--- config.mk ---
export PLATFORM = sky130hd
export DESIGN_NAME = tob_publisher
export DESIGN_NICKNAME = d
export VERILOG_FILES = /design/src/rtl/tob_publisher_pkg.sv /design/src/rtl/tob_publisher.sv
export SDC_FILE = /design/constraint.sdc
export NUM_CORES = 1
export LEC_CHECK = 0
export BUFFER_PORTS_ARGS = -buffer_cell sky130_fd_sc_hd__buf_2
export CORE_ASPECT_RATIO = 2
export CORE_MARGIN = 4
export CORE_UTILIZATION = 50
export CTS_CLUSTER_DIAMETER = 80
export DETAILED_ROUTE_END_ITERATION = 10
export PLACE_DENSITY = 0.69
export REMOVE_ABC_BUFFERS = 1
export SYNTH_ARGS = -nofsm -noshare
export SYNTH_HDL_FRONTEND = slang
export SYNTH_SLANG_ARGS = --single-unit
--- constraint.sdc ---
create_clock -name clkIn -period 2.8 [get_ports clkIn]
set_input_delay 0.42 -clock clkIn [delete_from_list [all_inputs] [get_ports clkIn]]
set_output_delay 0.42 -clock clkIn [all_outputs]
set_load 0.02 [all_outputs]
--- src/rtl/tob_publisher_pkg.sv ---
// Shared types and constants for the top-of-book publisher.
package tob_publisher_pkg;

  // One side of the book at the best price.
  typedef struct packed {
    logic [31:0] price;
    logic [63:0] shares;
  } bookLevelType;

  localparam int TOB_FRAME_BYTES = 29;
  localparam int SNAP_BITS       = 2 * $bits(bookLevelType);  // 192
  localparam int FRAME_BITS      = TOB_FRAME_BYTES * 8;       // 232

  // Snapshot ordering matches the wire order: buy price, buy shares, sell price, sell shares.
  function automatic logic [SNAP_BITS-1:0] packSnapshot(input bookLevelType buy,
                                                        input bookLevelType sell);
    return {buy.price, buy.shares, sell.price, sell.shares};
  endfunction

endpackage

--- src/rtl/tob_publisher.sv ---
// Top-of-book publisher: whenever the best bid/ask differs from the last frame
// sent, emit one 29-byte big-endian frame, then hold off for GAP_CYCLES.
module tob_publisher
  import tob_publisher_pkg::*;
#(
  parameter logic [7:0] HDR_BYTE   = 8'hA5,
  parameter int         GAP_CYCLES = 12
) (
  input  logic         clkIn,
  input  logic         rstBIn,
  input  bookLevelType topBuyIn,
  input  bookLevelType topSellIn,
  input  logic         txReadyIn,
  output logic [7:0]   txDataOut,
  output logic         txValidOut,
  output logic         txLastOut,
  output logic [31:0]  seqNumOut
);

  localparam logic [1:0] ST_IDLE = 2'd0;
  localparam logic [1:0] ST_SEND = 2'd1;
  localparam logic [1:0] ST_GAP  = 2'd2;

  localparam logic [4:0] LAST_IDX = 5'(TOB_FRAME_BYTES - 1);
  localparam logic [7:0] GAP_LAST = 8'(GAP_CYCLES - 1);

  logic [1:0]            state;
  logic [4:0]            byteIdx;
  logic [7:0]            gapCnt;
  logic [FRAME_BITS-1:0] frameBuf;
  logic [SNAP_BITS-1:0]  lastSent;
  logic [SNAP_BITS-1:0]  liveSnap;
  logic [31:0]           seqNum;
  logic                  change;
  logic                  handshake;

  assign liveSnap   = packSnapshot(topBuyIn, topSellIn);
  assign change     = (liveSnap != lastSent);
  assign handshake  = txValidOut && txReadyIn;

  // Outputs derive from registered state, so an async reset clears them at once.
  assign txValidOut = (state == ST_SEND);
  assign txDataOut  = frameBuf[FRAME_BITS-1 -: 8];
  assign txLastOut  = txValidOut && (byteIdx == LAST_IDX);
  assign seqNumOut  = seqNum;

  // Frame FSM: capture on change, shift bytes out on handshake, then idle gap.
  always_ff @(posedge clkIn or negedge rstBIn) begin
    if (!rstBIn) begin
      state    <= ST_IDLE;
      byteIdx  <= '0;
      gapCnt   <= '0;
      // NOTE: the frame buffer is reset too, not left uninitialised, because
      // txDataOut reads its top byte directly and must be 0 during reset.
      frameBuf <= '0;
      lastSent <= '0;
      seqNum   <= '0;
    end else begin
      // NOTE: non-blocking assignments throughout, so every register in this
      // block sees the pre-edge value of the others (e.g. seqNum + 1 below).
      case (state)
        ST_IDLE: begin
          if (change) begin
            frameBuf <= {HDR_BYTE, seqNum + 32'd1, liveSnap};
            lastSent <= liveSnap;
            seqNum   <= seqNum + 32'd1;
            byteIdx  <= '0;
            state    <= ST_SEND;
          end
        end
        ST_SEND: begin
          if (handshake) begin
            frameBuf <= frameBuf << 8;
            if (byteIdx == LAST_IDX) begin
              byteIdx <= '0;
              gapCnt  <= '0;
              state   <= ST_GAP;
            end else begin
              byteIdx <= byteIdx + 5'd1;
            end
          end
        end
        ST_GAP: begin
          if (gapCnt == GAP_LAST) begin
            gapCnt <= '0;
            state  <= ST_IDLE;
          end else begin
            gapCnt <= gapCnt + 8'd1;
          end
        end
        default: state <= ST_IDLE;
      endcase
    end
  end

endmodule

==> run summary <==
Arrival @ worst endpoint - 3350 ps
Horiz. Die Dim - 161.4 um
clk sinks - 471
Pwr Total - 27650 uW
cell mode on critical path - buf_4
Critical Path, Cell by Cell - xor2_1 -> nor4_1 -> buf_4 -> nand4_1 -> buf_4 -> nor4_4 -> nand3_2 -> o21a_4 -> clkbuf_16 -> mux2_4
I/O Pins - 237
register bit count reported by yosys - 471
Fillers - 3738
number of warnings printed during yosys synthesis - 0
RSZ-0062 raised after global routing - true
largest family of logic cells by synthesized area - multiplexers
first-pass GRT wire length - 102.2 mm
die height - 314.8 um
Setup Skew - 14.91 ps
asr flop ratio synth - 1.000
synthesized area per cell - 11.04 um^2
WP data required - 3250 ps
Reg2Reg Setup Slack - -90 ps
TritonCTS clock tree - done
worst hold stages - 3
R2R cell count - 10
die area - 0.05082 mm^2
H-tree depth - 2
crit path time final - 2895 ps
CP Depth - 10
Setup crit start kind - flip-flop
vias in the first global route - 18190
Post-Place Cell Area - 0.02660 mm^2
fraction of the mapped netlist area in adder cells - 0.002126
Clk pin slew, worst setup/hold paths - 70 ps
r2r startpoint - lastSent[145]
drt drc - 0
clock latency at the later pin of the worst-skew pair - 570 ps
Syn Inst Count - 2132
Synth Flop Type - dfrtp_1
Area contributors post-synth - dfrtp_1, mux2_2, nand2_1
initial antenna violation count - 5
Max stage delay cell, worst path - dfrtp_1
Yosys top cell by area - dfrtp_1
MaxCap Viol Count - 0
Fin. Hold Viols - 0
Crit path max-delay family - simple AND/OR/NAND/NOR gates
VDD IR max - 707.0 uV
Reg-to-Reg End - frameBuf[184]
Routed Antenna Nets - 0
Via density - 5.382
nets - 2718
failing checks - negative setup slack
mean routed wirelength per cell - 21.39 um
setup ws final - -94.73 ps
Util after Layout - 0.6185
Setup violations, final - 384
achievable clock frequency - 345.5 MHz
Hold Path Class - input port to flip-flop
Post-synth EDFFs - 0
Worst Setup End Kind - flip-flop
Initial Utilization - 0.5044
Vias - 17130
Setup CP Type - flip-flop to flip-flop
Slew Limit Fails - 0
pwr dens - 958.2 mW/mm^2
total core area - 0.04666 mm^2
Routability Congestion - 0.8565
final WL - 68.10 mm
crit path capture - frameBuf[184]
Tot GR Track Use - 0.2587
Slew HR - 0.4986
CTS buffer count - 43
P_leak - 0.01415 uW
root buf cell - clkbuf_16
status - complete, but fails checks
slowest stage delay, CP - 390 ps
Yosys top cell area share - 0.5007
XOR/XNOR share of the synthesized area - 0.09489
area added between synthesis and finish - 22.62%
Slew @ Worst Pin - 752.1 ps
share of layout cells above drive strength 1 - 0.3691
cell area after layout - 0.02886 mm^2
largest net degree at the start of global routing - 79
clk buf depth - 3
Detailed Routing Iterations Pass 1 - 5
port bufs - 236
compound-gate portion of the synthesized area - 0.02164
list of most frequent post-synthesis cells - nand2_1, dfrtp_1, mux2_2
Post-DP HPWL - 47.07 mm
Synth Cell Area - 0.02354 mm^2
multiplexer share of the synthesized area - 0.2139
initial drt markers - 1142
GRT overflow - 0
Synth cell types - 43
Buffers & Inverters on Critical Path - 3
simple-gate share of the synthesized area - 0.1366
worst setup path start - lastSent[145]
Seq/Total Area, Yosys - 0.5007
Final period util - 1.034
Site Rows - 112
Crit Path Max Fanout - 24
count leader, synth - nand2_1
==> metal layers <==
layer / wire length [um] / share of wire / GRT usage / vias up
li1: - / - / - / 7864
met1: 25540 / 0.37 / 0.2997 / 8644
met2: 35640 / 0.52 / 0.4652 / 473
met3: 2660 / 0.039 / 0.02956 / 149
met4: 4252 / 0.062 / 0.1393 / 2
met5: 7 / 0.00010 / 0 / -
==> flip-flops by register name (all words and copies together), names as in the netlist <==
signal	count
gapCnt	8
state	2
byteIdx	5
seqNumOut	32
lastSent	192
frameBuf	232
==> cell type report <==
cell class	instances	area, um^2	share of cell area
Antenna cell	4	10.01	0.0003468
Clock buffer	59	1256	0.04353
Clock inverter	19	219.0	0.007587
Inverter	28	110.1	0.003815
Multi-Input combinational cell	1521	11230	0.3890
Sequential cell	471	11790	0.4084
Tap cell	627	784.5	0.02718
Timing Repair Buffer	454	3468	0.1202
==> kinds of logic (layout without fill, tap and decap cells) <==
logic type               count (synthesis)  count (layout)
other                                    0               4
AND/OR/NAND/NOR                        765             765
flip-flops                             471             471
XOR/XNOR                               255             255
multiplexers                           401             401
AO/OA/AOI/OAI                           94              96
adder cells (fa/ha/maj)                  4               4
buffers and inverters                  142             560
==> tightest hold or removal path, cell delays in order <==
cell and delay [ps]:
buf_2 100, nand2_1 50, o21ai_0 60
==> where the power goes <==
group / internal, uW / switching, uW / total [uW]
combinational: 5260 / 4570 / 9830
clock: 3530 / 2710 / 6240
sequential: 9660 / 1920 / 11600
total: 18400 / 9200 / 27700
==> worst min path at each step <==
| stage | startpoint | endpoint | slack [ps] |
|---|---|---|---|
| floorplan | rstBIn | byteIdx[0] | 120 |
| global placement | rstBIn | seqNumOut[11] | 400 |
| detailed placement | rstBIn | seqNumOut[11] | 400 |
| CTS | topSellIn[0] | frameBuf[0] | 90 |
| global route | topSellIn[3] | frameBuf[3] | 120 |
| finish | topSellIn[1] | frameBuf[1] | 110 |
==> timing repair <==
action                                  4_1_cts  5_1_grt
buffers inserted                              8        1
hold buffers                                  1        0
pin swaps                                     4        7
endpoints found under the setup margin      458      459
resized for setup                            26       28
cloned                                        8       14
endpoints found under the hold margin        53        0
==> cell usage in the layout (no fill, tap or decap), types with 6 or more instances in the layout <==
cell and n:
mux2_1 6, o21ai_0 75, buf_16 10, clkinv_2 8, mux2_4 148, xor2_1 205, nor3_1 7, nor4_1 43
buf_2 235, clkbuf_8 12, nand2_1 620, clkbuf_16 55, nand4_1 22, dfrtp_1 471, nor2_1 15, nand3_1 18
nor4_2 6, buf_12 17, and3_1 11, mux2_2 247, inv_1 27, xnor2_1 50, buf_4 175
==> through the flow <==
stage | hold WS [ps] | std cells | setup slack, ps | TNS (ps)
floorplan | 124.4 | 2018 | -17260 | -5638310
global placement | 396.3 | 3073 | -672.6 | -258560
detailed placement | 395.3 | 3073 | -702.5 | -267020
CTS | 86.65 | 3168 | -107.2 | -17620
global route | 121.7 | 3180 | -174.3 | -50100
finish | 111.8 | 3183 | -94.73 | -19560
Note: power is estimated with default switching activity, not from simulation.
